==> config.mk <==
export PLATFORM = sky130hd
export DESIGN_NAME = fft_out_serializer
export DESIGN_NICKNAME = d
export VERILOG_FILES = /design/src/rtl/fft_pkg.sv /design/src/rtl/fft_frame_buf.sv /design/src/rtl/fft_out_serializer.sv
export SDC_FILE = /design/constraint.sdc
export NUM_CORES = 1
export LEC_CHECK = 0
export BUFFER_PORTS_ARGS = -buffer_cell sky130_fd_sc_hd__buf_2
export CORE_MARGIN = 1.5
export CORE_UTILIZATION = 56
export DETAILED_ROUTE_END_ITERATION = 7
export PLACE_DENSITY_LB_ADDON = 0.2
export SLEW_MARGIN = 10
export SYNTH_ARGS = -nofsm -noshare
export SYNTH_HDL_FRONTEND = slang
export SYNTH_SLANG_ARGS = --single-unit
==> constraint.sdc <==
create_clock -name clk -period 6.6 [get_ports clk]
set_input_delay 1.98 -clock clk [delete_from_list [all_inputs] [get_ports clk]]
set_output_delay 1.98 -clock clk [all_outputs]
set_load 0.005 [all_outputs]
==> src/rtl/fft_pkg.sv <==
// rtl/fft_pkg.sv - shared FFT constants, read-state type and bin reordering helper
package fft_pkg;

  localparam int DATA_W = 8;
  localparam int N      = 8;
  localparam int LOG2N  = 3;

  typedef enum logic {
    RD_IDLE   = 1'b0,
    RD_STREAM = 1'b1
  } rd_state_e;

  // The datapath leaves results in bit-reversed lane order.
  function automatic logic [LOG2N-1:0] bitrev3(input logic [LOG2N-1:0] k);
    return {k[0], k[1], k[2]};
  endfunction

endpackage

==> src/rtl/fft_frame_buf.sv <==
// rtl/fft_frame_buf.sv - ping-pong pair of 8-lane frame banks with write/read pointers
module fft_frame_buf
  import fft_pkg::*;
#(
  parameter int DATA_W = fft_pkg::DATA_W
) (
  input  logic                       clk,
  input  logic                       rst,
  input  logic                       wr_en_i,
  input  logic [N-1:0][DATA_W-1:0]   wr_lanes_i,
  input  logic                       rd_release_i,
  input  logic [LOG2N-1:0]           rd_lane_i,
  output logic [DATA_W-1:0]          rd_data_o
);

  logic [DATA_W-1:0] bank_q [2][N];
  logic              wr_ptr_q;
  logic              wr_ptr_d;
  logic              rd_ptr_q;
  logic              rd_ptr_d;

  always_comb begin
    wr_ptr_d = wr_ptr_q;
    rd_ptr_d = rd_ptr_q;
    if (wr_en_i) begin
      wr_ptr_d = ~wr_ptr_q;
    end
    if (rd_release_i) begin
      rd_ptr_d = ~rd_ptr_q;
    end
  end

  always_ff @(posedge clk) begin
    if (rst) begin
      wr_ptr_q <= 1'b0;
      rd_ptr_q <= 1'b0;
    end else begin
      wr_ptr_q <= wr_ptr_d;
      rd_ptr_q <= rd_ptr_d;
    end
  end

  // Bank storage carries no reset; the top never exposes it before a write.
  always_ff @(posedge clk) begin
    if (wr_en_i) begin
      for (int i = 0; i < N; i++) begin
        bank_q[wr_ptr_q][i] <= wr_lanes_i[i];
      end
    end
  end

  assign rd_data_o = bank_q[rd_ptr_q][rd_lane_i];

endmodule

==> src/rtl/fft_out_serializer.sv <==
// rtl/fft_out_serializer.sv - serialises 8-lane FFT frames into a natural-order sample stream
module fft_out_serializer
  import fft_pkg::*;
#(
  parameter int DATA_W = fft_pkg::DATA_W,
  parameter int BITREV = 1
) (
  input  logic              clk,
  input  logic              rst,
  input  logic [DATA_W-1:0] in1,
  input  logic [DATA_W-1:0] in2,
  input  logic [DATA_W-1:0] in3,
  input  logic [DATA_W-1:0] in4,
  input  logic [DATA_W-1:0] in5,
  input  logic [DATA_W-1:0] in6,
  input  logic [DATA_W-1:0] in7,
  input  logic [DATA_W-1:0] in8,
  input  logic              in_valid,
  output logic              in_ready,
  output logic [DATA_W-1:0] out_data,
  output logic [2:0]        out_index,
  output logic              out_valid,
  input  logic              out_ready,
  output logic              out_last,
  output logic              busy
);

  rd_state_e              state_q;
  rd_state_e              state_d;
  logic [LOG2N-1:0]       bin_q;
  logic [LOG2N-1:0]       bin_d;
  logic [1:0]             fill_q;
  logic [1:0]             fill_d;

  logic                   accept;
  logic                   handshake;
  logic                   release_bank;
  logic [LOG2N-1:0]       rd_lane;
  logic [DATA_W-1:0]      rd_data;
  logic [N-1:0][DATA_W-1:0] lanes;

  assign lanes = {in8, in7, in6, in5, in4, in3, in2, in1};

  assign in_ready     = (fill_q < 2'd2);
  assign out_valid    = (state_q == RD_STREAM);
  assign handshake    = out_valid && out_ready && !rst;
  assign accept       = in_valid && in_ready && !rst;
  assign release_bank = handshake && (bin_q == 3'd7);
  assign busy         = (fill_q != 2'd0);

  always_comb begin
    state_d = state_q;
    bin_d   = bin_q;
    fill_d  = fill_q + {1'b0, accept} - {1'b0, release_bank};
    case (state_q)
      RD_IDLE: begin
        bin_d = '0;
        // Going straight to STREAM on the accept edge gives one-cycle latency.
        if ((fill_q != 2'd0) || accept) begin
          state_d = RD_STREAM;
        end
      end
      RD_STREAM: begin
        if (handshake) begin
          bin_d = bin_q + 3'd1;
          if (release_bank && (fill_d == 2'd0)) begin
            state_d = RD_IDLE;
          end
        end
      end
      default: begin
        state_d = RD_IDLE;
        bin_d   = '0;
      end
    endcase
  end

  always_ff @(posedge clk) begin
    if (rst) begin
      state_q <= RD_IDLE;
      bin_q   <= '0;
      fill_q  <= 2'd0;
    end else begin
      state_q <= state_d;
      bin_q   <= bin_d;
      fill_q  <= fill_d;
    end
  end

  assign rd_lane = (BITREV != 0) ? bitrev3(bin_q) : bin_q;

  fft_frame_buf #(
    .DATA_W (DATA_W)
  ) u_frame_buf (
    .clk          (clk),
    .rst          (rst),
    .wr_en_i      (accept),
    .wr_lanes_i   (lanes),
    .rd_release_i (release_bank),
    .rd_lane_i    (rd_lane),
    .rd_data_o    (rd_data)
  );

  // Gate with out_valid so undefined bank contents never reach the port.
  assign out_data  = out_valid ? rd_data : '0;
  assign out_index = out_valid ? bin_q : 3'd0;
  assign out_last  = out_valid && (bin_q == 3'd7);

endmodule
; ---- Word level (Yosys, flattened, before mapping)
; Memories as Yosys holds them, arrays and structs flattened. A register that Yosys moved wholly into a read port is not among the register bits.
; Cells that the tools add are included.
[op_classes]
add_sub_neg = 3
multipliers = 0
n_div = 0
magnitude_cmp = 2
eq_ne = 2
shift = 0
mux = 15
n_bitwise = 4
n_reduce_logical = 11
[ops]
columns = op, n
row1 = 8-bit binary-select mux with 3-bit select, 1
row2 = 8-bit 2-to-1 mux, 3
row3 = 1-bit logical AND, 7
row4 = 1-bit 2-to-1 mux, 7
row5 = 3-bit 2-to-1 mux, 2
row6 = 3-bit one-hot mux with 2 select lines, 1
row7 = "4-bit greater-or-equal comparator, second input constant", 1
row8 = 3-bit inverter with 4-bit output, 1
row9 = "3-bit by 1-bit adder with 3-bit output, second input constant", 1
row10 = "3-bit equality test, second input constant", 1
row11 = 1-bit inverter, 3
row12 = 2-bit by 1-bit adder with 2-bit output, 1
row13 = 2-bit zero test, 1
row14 = "2-bit < comparator, second input constant", 1
row15 = "2-bit by 1-bit != test with 1-bit output, second input constant", 1
row16 = 1-bit one-hot mux with 2 select lines, 1
row17 = 2-bit nonzero test, 1
row18 = 2-bit by 1-bit subtractor with 2-bit output, 1
row19 = 1-bit zero test, 1
row20 = 1-bit logical OR, 1
[word_totals]
ff_bits = 8
latch_bits = 0
ramBits = 128
mem_bits_ro = 0
input_bits = 68
out_inout_bits = 15
word_cells = 43
mem_count = 1
[mem_list]
columns = memory, depth, width, read_ports, rd_clocked_by_memory_dff, wr, line_no
row1 = u_frame_buf.bank_q, 2, 64, 1, 1, 1, fft_frame_buf.sv:16  ; logic [DATA_W-1:0] bank_q [2][N];

; ---- Logic depth before layout (Yosys ltp)
[logic_depth]
ltp_word = 10
mapped_depth = 11
depth_no_buf = 11

; ---- By module
; A second synthesis with hierarchy kept.
[hier_totals]
hier_cells = 252
hier_area_um2 = 5370.2
[by_module_without_submodules]
columns = module, instances, cells_each, area_each_um2, seq_area_each_um2
row1 = fft_frame_buf, 1, 208, 4978.5, 3903.7
row2 = fft_out_serializer, 1, 44, 391.6, 120.1

; ---- Worst setup path before layout
; No wires, ideal clock.
[synth_path]
kind = input port to flip-flop
start = input rst
end = memory u_frame_buf.bank_q[0][0] (netlist name) (enable)
setup_time_ns = 0.486
arrival_time_ns = 5.065
required_time_ns = 6.114
path_slack_ns = 1.048
stages = 4
n_path_buf = 1
path_cell_list = clkbuf_1 > nor2_1 > nand2_1 > nor2_1
[synth_between]
elab_chain_cells = 4
[synth_rtl]
columns = element, line_no
row1 = start: declaration, fft_out_serializer.sv:9  ; input logic rst,
row2 = 1-bit zero test, fft_out_serializer.sv:47  ; assign accept = in_valid && in_ready && !rst;
row3 = 1-bit logical AND, fft_out_serializer.sv:47
row4 = 1-bit 2-to-1 mux, fft_frame_buf.sv:45  ; if (wr_en_i) begin
row5 = 1-bit 2-to-1 mux (not written as such), fft_frame_buf.sv:47  ; bank_q[wr_ptr_q][i] <= wr_lanes_i[i];
row6 = end: declaration, fft_frame_buf.sv:16
; Every way passes these cells.

==> impl_metrics.py <==
metrics = {
    "power": {
        "p_sw_share_pct": 20.36,
        "combPwrFrac_pct": 4.4,
        "p_sw_uw": 410.0,
        "irDropWorstVdd_uv": 345.9,
        "power_density_nw_per_um2": 309.4,
        "seqPwrFrac_pct": 49.5,
        "p_leak_uw": 0.002225,
        "clockPowerShare_pct": 46.2,
        "p_int_uw": 1603,
    },
    "global_route": {
        "grt_pass1_wl_mm": 15.10,
        "overflow": 0,
        "grt_usage_pct": 20.95,
        "grt_pass1_vias": 2923,
        "grt_max_degree": 65,
        "antenna_found_initial": 0,
    },
    "sta": {
        "finalCritPeriodShare_pct": 73.82,
        "tightestPinTransition_ps": 882.8,
        "skew_ps": 6.719,
        "fmax_ghz": 0.2053,
        "setup_violations": 0,
        "rsz0062_at_grt": "no",
        "slew_headroom_pct": 41.03,
        "fin_tns_setup_ps": 0,
        "min_period_ps": 4872,
        "maxSlewViolCount": 0,
        "finalHoldViolCount": 0,
    },
    "routing": {
        "via_per_inst": 5.522,
        "postRouteAntennaNets": 0,
        "routedWlPerCell_um": 18.91,
        "drt_iter0_markers": 143,
        "dr.pass1.iters": 4,
        "drc_errors": 0,
        "finalWirelength_mm": 9.928,
        "num_vias": 2899,
    },
    "logic_synthesis": {
        "synthTopCellsByCount": "128 x edfxtp_1, 34 x mux2i_1, 20 x a22oi_1",
        "synth.distinct_cells": 32,
        "async_flop_share_pct": 0,
        "seq_area_frac_synth_pct": 74.36,
        "synth_edf_count": 128,
        "syn_inst": 293,
        "yosysTopAreaCellShare_pct": 71.03,
        "ys.flop_type": "edfxtp_1",
        "syn_avg_cell_area_sq_um": 18.47,
        "synth_area_leaders": "edfxtp_1 71%, mux4_2 6.7%, mux2i_1 6.3%, dfxtp_1 3.3%, a22oi_1 2.8%",
        "synth.most_common_cell": "edfxtp_1",
        "ys_ff_latch": 137,
        "yosysWarnings": 0,
        "syn_nets": 365,
        "synth_top_area_cell": "edfxtp_1",
        "syn_area_sq_um": 5411,
    },
    "layout": {
        "drive_gt1_share_pct": 34.34,
        "antennaDiodeCount": 0,
        "regArea_sq_um": 4025,
        "nFillCells": 645,
        "postLayoutCoreUtil_pct": 70.08,
        "nets": 455,
        "syn_to_final_growth_pct": 20.23,
        "multi_input_area_sq_um": 1271,
    },
    "critical_path": {
        "cp-end-kind": "output port",
        "path_max_fanout": 28,
        "crit_path_start_kind": "register",
        "crit_type": "reg -> out",
        "cp.required_ps": 4620,
        "worstPathArrival_ps": 2890,
    },
    "floorplanning": {
        "die_w_um": 101.3,
        "io_pins": 83,
        "die_area_sq_um": 10260,
        "core_area_sq_um": 9284,
        "dieHeight_um": 101.3,
        "initial_core_util_pct": 58.29,
        "fp-row-count": 35,
    },
    "worst_hold_path": {
        "hold_path.class": "reg -> reg",
    },
    "place": {
        "gp_congestion": 0.7632,
        "port_buffers": 82,
        "dp_hpwl_mm": 6.556,
    },
    "clock_network": {
        "postCtsSetupBuffers": 0,
        "cts_num_sinks": 137,
        "numCtsBuffers": 17,
        "ctsResizeCount": 0,
        "clockBufferDepth": 2,
        "path_clk_slew_ps": 60,
        "cts_root_buf": "clkbuf_8",
        "tritoncts": "done",
        "cts_hold_buf": 0,
        "htree_levels": 4,
        "clock_latency_ps": 520,
    },
    "job": {
        "drv_cap": 0,
    },
    "run_status": {
        "status": "finished clean",
    },
}
==> layout by cell type, fill, tap and decap left out, drive strengths merged <==
cell,n
clkbuf,19
and2b,1
edfxtp,128
nand2,7
nand3b,1
or2,1
nand3,12
bufinv,3
xnor2,4
a311oi,2
a21oi,2
nor2,13
o211ai,6
a221oi,1
clkinvlp,2
and2,5
a22oi,20
inv,9
mux4,16
clkinv,4
nor2b,3
xor2,1
ha,4
nand2b,1
dfxtp,9
mux2i,34
o2111ai,2
buf,86
==> registers in the layout, indices dropped and copies added, names as in the netlist, named ones only <==
signal,count
u_frame_buf.bank_q,128
bin_q,3
fill_q,2
out_valid,1
u_frame_buf.rd_ptr_q,1
u_frame_buf.wr_ptr_q,1
==> per-layer routing <==
| layer | vias up | wire [um] | GRT usage [%] |
|---|---|---|---|
| met3 | 14 | 636 | 7.384 |
| met5 | - | 0 | 0 |
| met4 | 0 | 172 | 7.158 |
| met2 | 93 | 4907 | 33.35 |
| li1 | 1361 | - | - |
| met1 | 1431 | 4212 | 27.22 |
==> worst paths after layout <==
kind / start / to / slack (ps) / cells after the start
min reg2reg: u_frame_buf.rd_ptr_q / u_frame_buf.rd_ptr_q / 510 / 2
min: u_frame_buf.rd_ptr_q / u_frame_buf.rd_ptr_q / 510 / 2
max: register / out_data[1] / 1730 / 6
max reg2reg: bin_q[1] / out_valid / 4280 / 11
==> critical path: stages (launching register included) <==
cell and delay (ps):
dfxtp_2 790, buf_4 550, mux2i_1 150, a22oi_1 260, a22oi_1 140, o211ai_1 310
buf_2 170
==> power by group through the flow <==
stage | sequential [uW] | clock [uW] | combinational (uW)
global placement | 1010 | 0 | 85.9
floorplan | 1010 | 0 | 42.6
finish | 996 | 930 | 87.6
CTS | 996 | 946 | 89.2
global route | 998 | 984 | 96.9
detailed placement | 1010 | 0 | 89.0
==> layout make-up <==
type | count | share of cell area [%]
clock buffer | 19 | 6.481
clock inverter | 13 | 2.577
inverter | 5 | 0.2885
multi-input combinational | 136 | 19.54
sequential | 137 | 61.87
tap | 129 | 2.481
timing repair buffer | 86 | 6.769
==> kinds of logic after synthesis <==
family,synth area share [%]
AND/OR/NAND/NOR,3.931
multiplexers,12.95
AO/OA/AOI/OAI,4.601
adder cells (fa/ha/maj),0.9249
buffers and inverters,2.427
XOR/XNOR,0.8092
flip-flops,74.36
==> through the flow <==
stage / instance area, sq um / worst slack [ps] / power [uW] / std cells / hold slack (ps)
after floorplan: 5411 / 1048 / 1055 / 293 / 472.5
after global placement: 5917 / 2287 / 1099 / 493 / 487.5
after detailed placement: 5917 / 2250 / 1103 / 493 / 491.9
after CTS: 6506 / 1688 / 2032 / 525 / 512.0
after global routing: 6506 / 1527 / 2079 / 525 / 574.8
final: 6506 / 1728 / 2013 / 525 / 512.1
Note: power is estimated with default switching activity, not from simulation.
